File: config.mk
export PLATFORM = sky130hd
export DESIGN_NAME = enc8b10b_pipe
export DESIGN_NICKNAME = d
export VERILOG_FILES = /design/src/rtl/enc8b10b_pkg.sv /design/src/rtl/enc3to4.sv /design/src/rtl/enc5to6.sv /design/src/rtl/enc8b10b_pipe.sv
export SDC_FILE = /design/constraint.sdc
export NUM_CORES = 1
export LEC_CHECK = 0
export ABC_CLOCK_PERIOD_IN_PS = 6500
export CORE_ASPECT_RATIO = 1.25
export CORE_MARGIN = 4
export CORE_UTILIZATION = 45
export DETAILED_ROUTE_END_ITERATION = 8
export GPL_TIMING_DRIVEN = 0
export PLACE_DENSITY_LB_ADDON = 0.2
export SYNTH_ARGS = -nofsm -noshare
export SYNTH_HDL_FRONTEND = slang
export SYNTH_HIERARCHICAL = 1
export SYNTH_SLANG_ARGS = --single-unit
File: constraint.sdc
create_clock -name clk -period 6.5 [get_ports clk]
set_clock_uncertainty 0.2 [all_clocks]
set_input_delay 1.3 -clock clk [delete_from_list [all_inputs] [get_ports clk]]
set_output_delay 1.3 -clock clk [all_outputs]
set_load 0.01 [all_outputs]
File: src/rtl/enc8b10b_pkg.sv
// rtl/enc8b10b_pkg.sv - 8b/10b shared tables, K constants and disparity type
package enc8b10b_pkg;

  typedef enum logic {
    RD_NEG = 1'b0,
    RD_POS = 1'b1
  } disp_t;

  // fghj codes indexed by y (HGF); entry 7 is the primary D.x.7 code
  localparam logic [7:0][3:0] FGHJ_RDN = {
    4'b1110, 4'b0110, 4'b1010, 4'b1101, 4'b1100, 4'b0101, 4'b1001, 4'b1011
  };
  localparam logic [7:0][3:0] FGHJ_RDP = {
    4'b0001, 4'b0110, 4'b1010, 4'b0010, 4'b0011, 4'b0101, 4'b1001, 4'b0100
  };

  localparam logic [3:0] ALT7_RDN = 4'b0111;
  localparam logic [3:0] ALT7_RDP = 4'b1000;

  localparam logic [7:0] K28_5      = 8'hBC;
  localparam logic [4:0] K28_X      = 5'd28;
  localparam logic [7:0] K23_7      = 8'hF7;
  localparam logic [7:0] K27_7      = 8'hFB;
  localparam logic [7:0] K29_7      = 8'hFD;
  localparam logic [7:0] K30_7      = 8'hFE;
  localparam logic [5:0] K28_6B_RDN = 6'b001111;
  localparam logic [5:0] K28_6B_RDP = 6'b110000;

  function automatic logic is_valid_k(input logic [7:0] b);
    return (b[4:0] == K28_X) || (b == K23_7) || (b == K27_7) ||
           (b == K29_7) || (b == K30_7);
  endfunction

  // A7 avoids a run of five equal bits across the 6b/4b boundary
  function automatic logic alt7_needed(input logic [4:0] x, input logic rd6);
    if (!rd6)
      return (x == 5'd17) || (x == 5'd18) || (x == 5'd20);
    else
      return (x == 5'd11) || (x == 5'd13) || (x == 5'd14);
  endfunction

endpackage

File: src/rtl/enc3to4.sv
// rtl/enc3to4.sv - 3b/4b sub-block encoder (fghj) with A7 and K28 handling
module enc3to4
  import enc8b10b_pkg::*;
(
  input  logic [2:0] y,
  input  logic       rd6,
  input  logic       alt,
  input  logic       kflag,
  output logic [3:0] fghj
);

  always_comb begin
    fghj = rd6 ? FGHJ_RDP[y] : FGHJ_RDN[y];
    if ((y == 3'd7) && (alt || kflag)) begin
      fghj = rd6 ? ALT7_RDP : ALT7_RDN;
    end else if (kflag && !rd6 &&
                 ((y == 3'd1) || (y == 3'd2) || (y == 3'd5) || (y == 3'd6))) begin
      // K28.1/.2/.5/.6 after a 110000 6b code: complemented RD- data code
      fghj = ~FGHJ_RDN[y];
    end
  end

endmodule

File: src/rtl/enc5to6.sv
// rtl/enc5to6.sv - 5b/6b sub-block encoder (abcdei), selected by running disparity
module enc5to6 (
  input  logic [4:0] datain,
  input  logic       rd,
  output logic [5:0] dataout
);

  logic [5:0] w_code_neg;
  logic       w_flip;

  always_comb begin
    w_code_neg = 6'b000000;
    case (datain)
      5'd0:  w_code_neg = 6'b100111;
      5'd1:  w_code_neg = 6'b011101;
      5'd2:  w_code_neg = 6'b101101;
      5'd3:  w_code_neg = 6'b110001;
      5'd4:  w_code_neg = 6'b110101;
      5'd5:  w_code_neg = 6'b101001;
      5'd6:  w_code_neg = 6'b011001;
      5'd7:  w_code_neg = 6'b111000;
      5'd8:  w_code_neg = 6'b111001;
      5'd9:  w_code_neg = 6'b100101;
      5'd10: w_code_neg = 6'b010101;
      5'd11: w_code_neg = 6'b110100;
      5'd12: w_code_neg = 6'b001101;
      5'd13: w_code_neg = 6'b101100;
      5'd14: w_code_neg = 6'b011100;
      5'd15: w_code_neg = 6'b010111;
      5'd16: w_code_neg = 6'b011011;
      5'd17: w_code_neg = 6'b100011;
      5'd18: w_code_neg = 6'b010011;
      5'd19: w_code_neg = 6'b110010;
      5'd20: w_code_neg = 6'b001011;
      5'd21: w_code_neg = 6'b101010;
      5'd22: w_code_neg = 6'b011010;
      5'd23: w_code_neg = 6'b111010;
      5'd24: w_code_neg = 6'b110011;
      5'd25: w_code_neg = 6'b100110;
      5'd26: w_code_neg = 6'b010110;
      5'd27: w_code_neg = 6'b110110;
      5'd28: w_code_neg = 6'b001110;
      5'd29: w_code_neg = 6'b101110;
      5'd30: w_code_neg = 6'b011110;
      5'd31: w_code_neg = 6'b101011;
      default: w_code_neg = 6'b000000;
    endcase
  end

  // RD+ form is the complement for unbalanced codes and for D.7 (111000/000111)
  assign w_flip  = rd && (($countones(w_code_neg) != 3) || (datain == 5'd7));
  assign dataout = w_flip ? ~w_code_neg : w_code_neg;

endmodule

File: src/rtl/enc8b10b_pipe.sv
// rtl/enc8b10b_pipe.sv - registered 8b/10b encoder with valid/ready handshake; K chars under ENC8B10B_KCHAR_EN
module enc8b10b_pipe
  import enc8b10b_pkg::*;
(
  input  logic       clk,
  input  logic       rst_n,
  input  logic       in_valid,
  output logic       in_ready,
  input  logic [7:0] din,
`ifdef ENC8B10B_KCHAR_EN
  input  logic       k_in,
  output logic       err_k,
`endif
  output logic       out_valid,
  input  logic       out_ready,
  output logic [9:0] dout,
  output logic       rd_out
);

  logic [9:0] r_dout;
  logic       r_out_valid;
  disp_t      r_rd;

  logic [4:0] w_x;
  logic [2:0] w_y;
  logic       w_rd;
  logic [5:0] w_6b_data;
  logic [5:0] w_6b;
  logic       w_rd6;
  logic       w_alt;
  logic [3:0] w_4b;
  logic       w_rd_next;
  logic       w_kvalid;
  logic       w_accept;

  assign w_x  = din[4:0];
  assign w_y  = din[7:5];
  assign w_rd = r_rd;

  enc5to6 u_enc5to6 (
    .datain  (w_x),
    .rd      (w_rd),
    .dataout (w_6b_data)
  );

`ifdef ENC8B10B_KCHAR_EN
  logic w_kerr;
  logic w_k28;
  logic r_err_k;

  assign w_kvalid = k_in && is_valid_k(din);
  assign w_kerr   = k_in && !w_kvalid;
  assign w_k28    = w_kvalid && (w_x == K28_X);
  assign w_6b     = w_k28 ? (w_rd ? K28_6B_RDP : K28_6B_RDN) : w_6b_data;
  assign err_k    = r_err_k;

  always_ff @(posedge clk or negedge rst_n) begin
    if (!rst_n)
      r_err_k <= 1'b0;
    else if (w_accept)
      r_err_k <= w_kerr;
  end
`else
  assign w_kvalid = 1'b0;
  assign w_6b     = w_6b_data;
`endif

  assign w_rd6 = ($countones(w_6b) != 3) ? ~w_rd : w_rd;
  assign w_alt = alt7_needed(w_x, w_rd6);

  enc3to4 u_enc3to4 (
    .y     (w_y),
    .rd6   (w_rd6),
    .alt   (w_alt),
    .kflag (w_kvalid),
    .fghj  (w_4b)
  );

  assign w_rd_next = ($countones(w_4b) != 2) ? ~w_rd6 : w_rd6;

  assign in_ready = !r_out_valid || out_ready;
  assign w_accept = in_valid && in_ready;

  always_ff @(posedge clk or negedge rst_n) begin
    if (!rst_n) begin
      r_dout      <= 10'd0;
      r_out_valid <= 1'b0;
      r_rd        <= RD_NEG;
    end else if (w_accept) begin
      r_dout      <= {w_6b, w_4b};
      r_out_valid <= 1'b1;
      r_rd        <= disp_t'(w_rd_next);
    end else if (out_ready) begin
      r_out_valid <= 1'b0;
    end
  end

  assign dout      = r_dout;
  assign out_valid = r_out_valid;
  assign rd_out    = r_rd;

endmodule

==> out/results.ini <==
[placed_design]
place_ws_ns = -3.82
post-place-cells = 230
io_buffers = 23
place_hpwl_um = 2500
post_dp_cell_area_um2 = 1840
place_congestion = 0.881

[synthesis]
synthAdderAreaFrac_pct = 19.8
synth_top_family_by_area = adder cells
yosysTopAreaCellShare_pct = 20.5
syn_area_per_cell_um2 = 8.87
synth.distinct_cells = 50
synthArstFlopShare_pct = 100
yosysWarnings = 6
synth_edf_count = 0
synth_simple_gate_area_share_pct = 19.1
ys_seq_area_share_pct = 20.5
synth_top_area_cell = dfrtp_1
synthFlopType = dfrtp_1
synthXorXnorAreaFrac_pct = 6.50
synth-compound-area-share_pct = 19.5
synth_area_leaders = dfrtp_1 21%, ha_1 10%, fa_1 9.6%
synth_area_um2 = 1460
synthCells = 165
synthMuxAreaShare_pct = 5.98
ys_ff_latch = 12

[floorplanning]
fp.coreArea_um2 = 3030
rows = 22
die_w_um = 59.0
start_util_pct = 48.3
io_pins = 25
die_height_um = 71.8
dieArea_um2 = 4240

[sta]
hold_viol = 0
relSlewSlack_pct = 62.9
hold_slack_ns = 0.295
setup_violations = 5
setup_ws_ns = -2.38
timing.fmax_ghz = 0.113
min_period_ns = 8.88
final_max_slew_viol_count = 0
tightest_slew_ns = 0.555
period_share_pct = 137
rsz0062_at_grt = true

[worst_setup_path]
cp-end-kind = flip-flop
r2r_slack_ns = 1.02
cp.arrival_ns = 8.83
required_ns = 6.46
path_max_fanout = 4
cpMostUsedCell = fa_1
cp_slowest_cell = fa_1
r2r-start = rd_out$_DFFE_PN0P_
cpPeakStageDelay_ns = 0.58
criticalPathCategory = input port to flip-flop
r2r_end = rd_out$_DFFE_PN0P_
start_kind = input port
ff2ff_path_depth = 22

[detailed_routing]
wire_per_inst_um = 14.5
first_iter_violations = 42
drt_wl_total_um = 3820
via_per_inst = 5.53
dr.pass1.iters = 4
dr_total_vias = 1454
drc = 0
ant_nets = 0

[job]
cap_violations = 0

[clock_tree]
cts_buffers = 3
clockRootBuffer = clkbuf_4
insertion_delay_ns = 0.28
cts_tree = yes
clock_path_buffers = 2
cts_sinks = 12
cts.clk_slew.worst_paths_ns = 0.08
htree_levels = 1
cts_hold_buf = 0

[min_path]
holdPathEnd = dout[9]$_DFFE_PN0P_
hold_start = dout[9]$_DFFE_PN0P_
worstHoldPathCells = 2
min_path_type = flip-flop to flip-flop

[global_routing]
grt_antenna_before_repair = 0
grt_usage_pct = 19.2
grt_pass1_vias = 1510
grt_first_pass_wirelength_um = 6480
grt_overflow = 0
grt_max_degree = 13

[finish]
fin_nets = 259
drive_above_1_share_pct = 41.0
fin_area_um2 = 2310
final_cell_count_no_fill = 263
diodes = 0
area_growth_pct = 57.8

[status]
violations = setup timing
outcome = complete, but fails checks

Yosys cell counts (2+ instances only):
master / count
o21ai_0: 7
inv_1: 18
o211a_1: 2
xor2_1: 3
a21oi_1: 10
nand2_1: 14
xnor2_1: 6
mux2_2: 5
fa_1: 7
o21bai_1: 2
nor4b_1: 2
buf_2: 4
nor4_1: 2
nand2b_1: 8
nand3_1: 6
buf_4: 3
o211ai_1: 2
nor2_1: 6
ha_1: 12
mux2i_1: 2
nor3_1: 2
o221a_1: 2
dfrtp_1: 12
a31oi_1: 2
worst max path at each step:
stage	startpoint	endpoint	slack, ns	cells after the start
2_1_floorplan	din[1]	rd_out$_DFFE_PN0P_	-2.30	35
4_1_cts	din[1]	rd_out$_DFFE_PN0P_	-2.41	36
5_1_grt	din[1]	rd_out$_DFFE_PN0P_	-2.73	37
6_report	din[1]	rd_out$_DFFE_PN0P_	-2.38	36
3_3_place_gp	din[1]	rd_out$_DFFE_PN0P_	-3.68	35
3_5_place_dp	din[1]	rd_out$_DFFE_PN0P_	-3.82	35
state kept, by name, indices dropped and copies added (netlist names):
name and count:
dout 10, out_valid 1, rd_out 1
critical path: cells and delay by family:
kind                     cells  cell delay (ns)
adder cells (fa/ha/maj)     12             4.37
multiplexers                 1             0.07
buffers and inverters        8             0.45
AND/OR/NAND/NOR              6             0.95
XOR/XNOR                     3             0.41
AO/OA/AOI/OAI                6             1.26
cell usage in the layout, fill, tap and decap left out, drive strengths merged, types with 3 or more instances in the layout:
| cell type | count |
|---|---|
| buf | 39 |
| clkdlybuf4s50 | 18 |
| inv | 18 |
| nand2 | 15 |
| dfrtp | 12 |
| ha | 12 |
| a21oi | 10 |
| nand2b | 8 |
| fa | 7 |
| conb | 7 |
| o21ai | 7 |
| xnor2 | 7 |
| nor2 | 7 |
| nand3 | 6 |
| mux2 | 6 |
| clkbuf | 5 |
| xor2 | 3 |
metal layers:
layer / vias to the layer above / track usage [%] / wire [µm]
li1: 694 / - / -
met1: 697 / 21.2 / 1490
met2: 48 / 35.6 / 2030
met3: 15 / 1.44 / 172
met4: 0 / 9.57 / 133
met5: - / 0 / 0
cell families after synthesis:
| family | count (synthesis) |
|---|---|
| AOI/OAI and AO/OA | 40 |
| adders and majority gates | 19 |
| other | 1 |
| and+or+nand+nor | 49 |
| xor gates and xnor gates | 10 |
| DFF | 12 |
| muxes | 8 |
| buffers and inverters | 26 |
stage by stage:
stage / util [%] / TNS, ns
detailed placement: 60.9 / -13.94
finish: 76.3 / -7.95
CTS: 73.4 / -7.43
global route: 76.3 / -9.42
global placement: 60.9 / -13.24
floorplan: - / -6.94
final cells by class:
type / instances / area (µm²)
clock buffer: 4 / 36.3
buffer: 7 / 61.3
sequential: 12 / 300
fill: 208 / 718
inverter: 18 / 92.6
multi-input combinational: 133 / 1290
tap: 36 / 45.0
timing repair buffer: 53 / 479
what timing repair did:
action | CTS | global route
buffers inserted | 23 | 9
endpoints found under the setup margin | 5 | 5
gates resized for setup | 59 | 12
pin swaps | 28 | 6
Power is left out: the tool's default activity adds up to more than one toggle a clock period on the data nets, which glitch-free logic cannot reach.
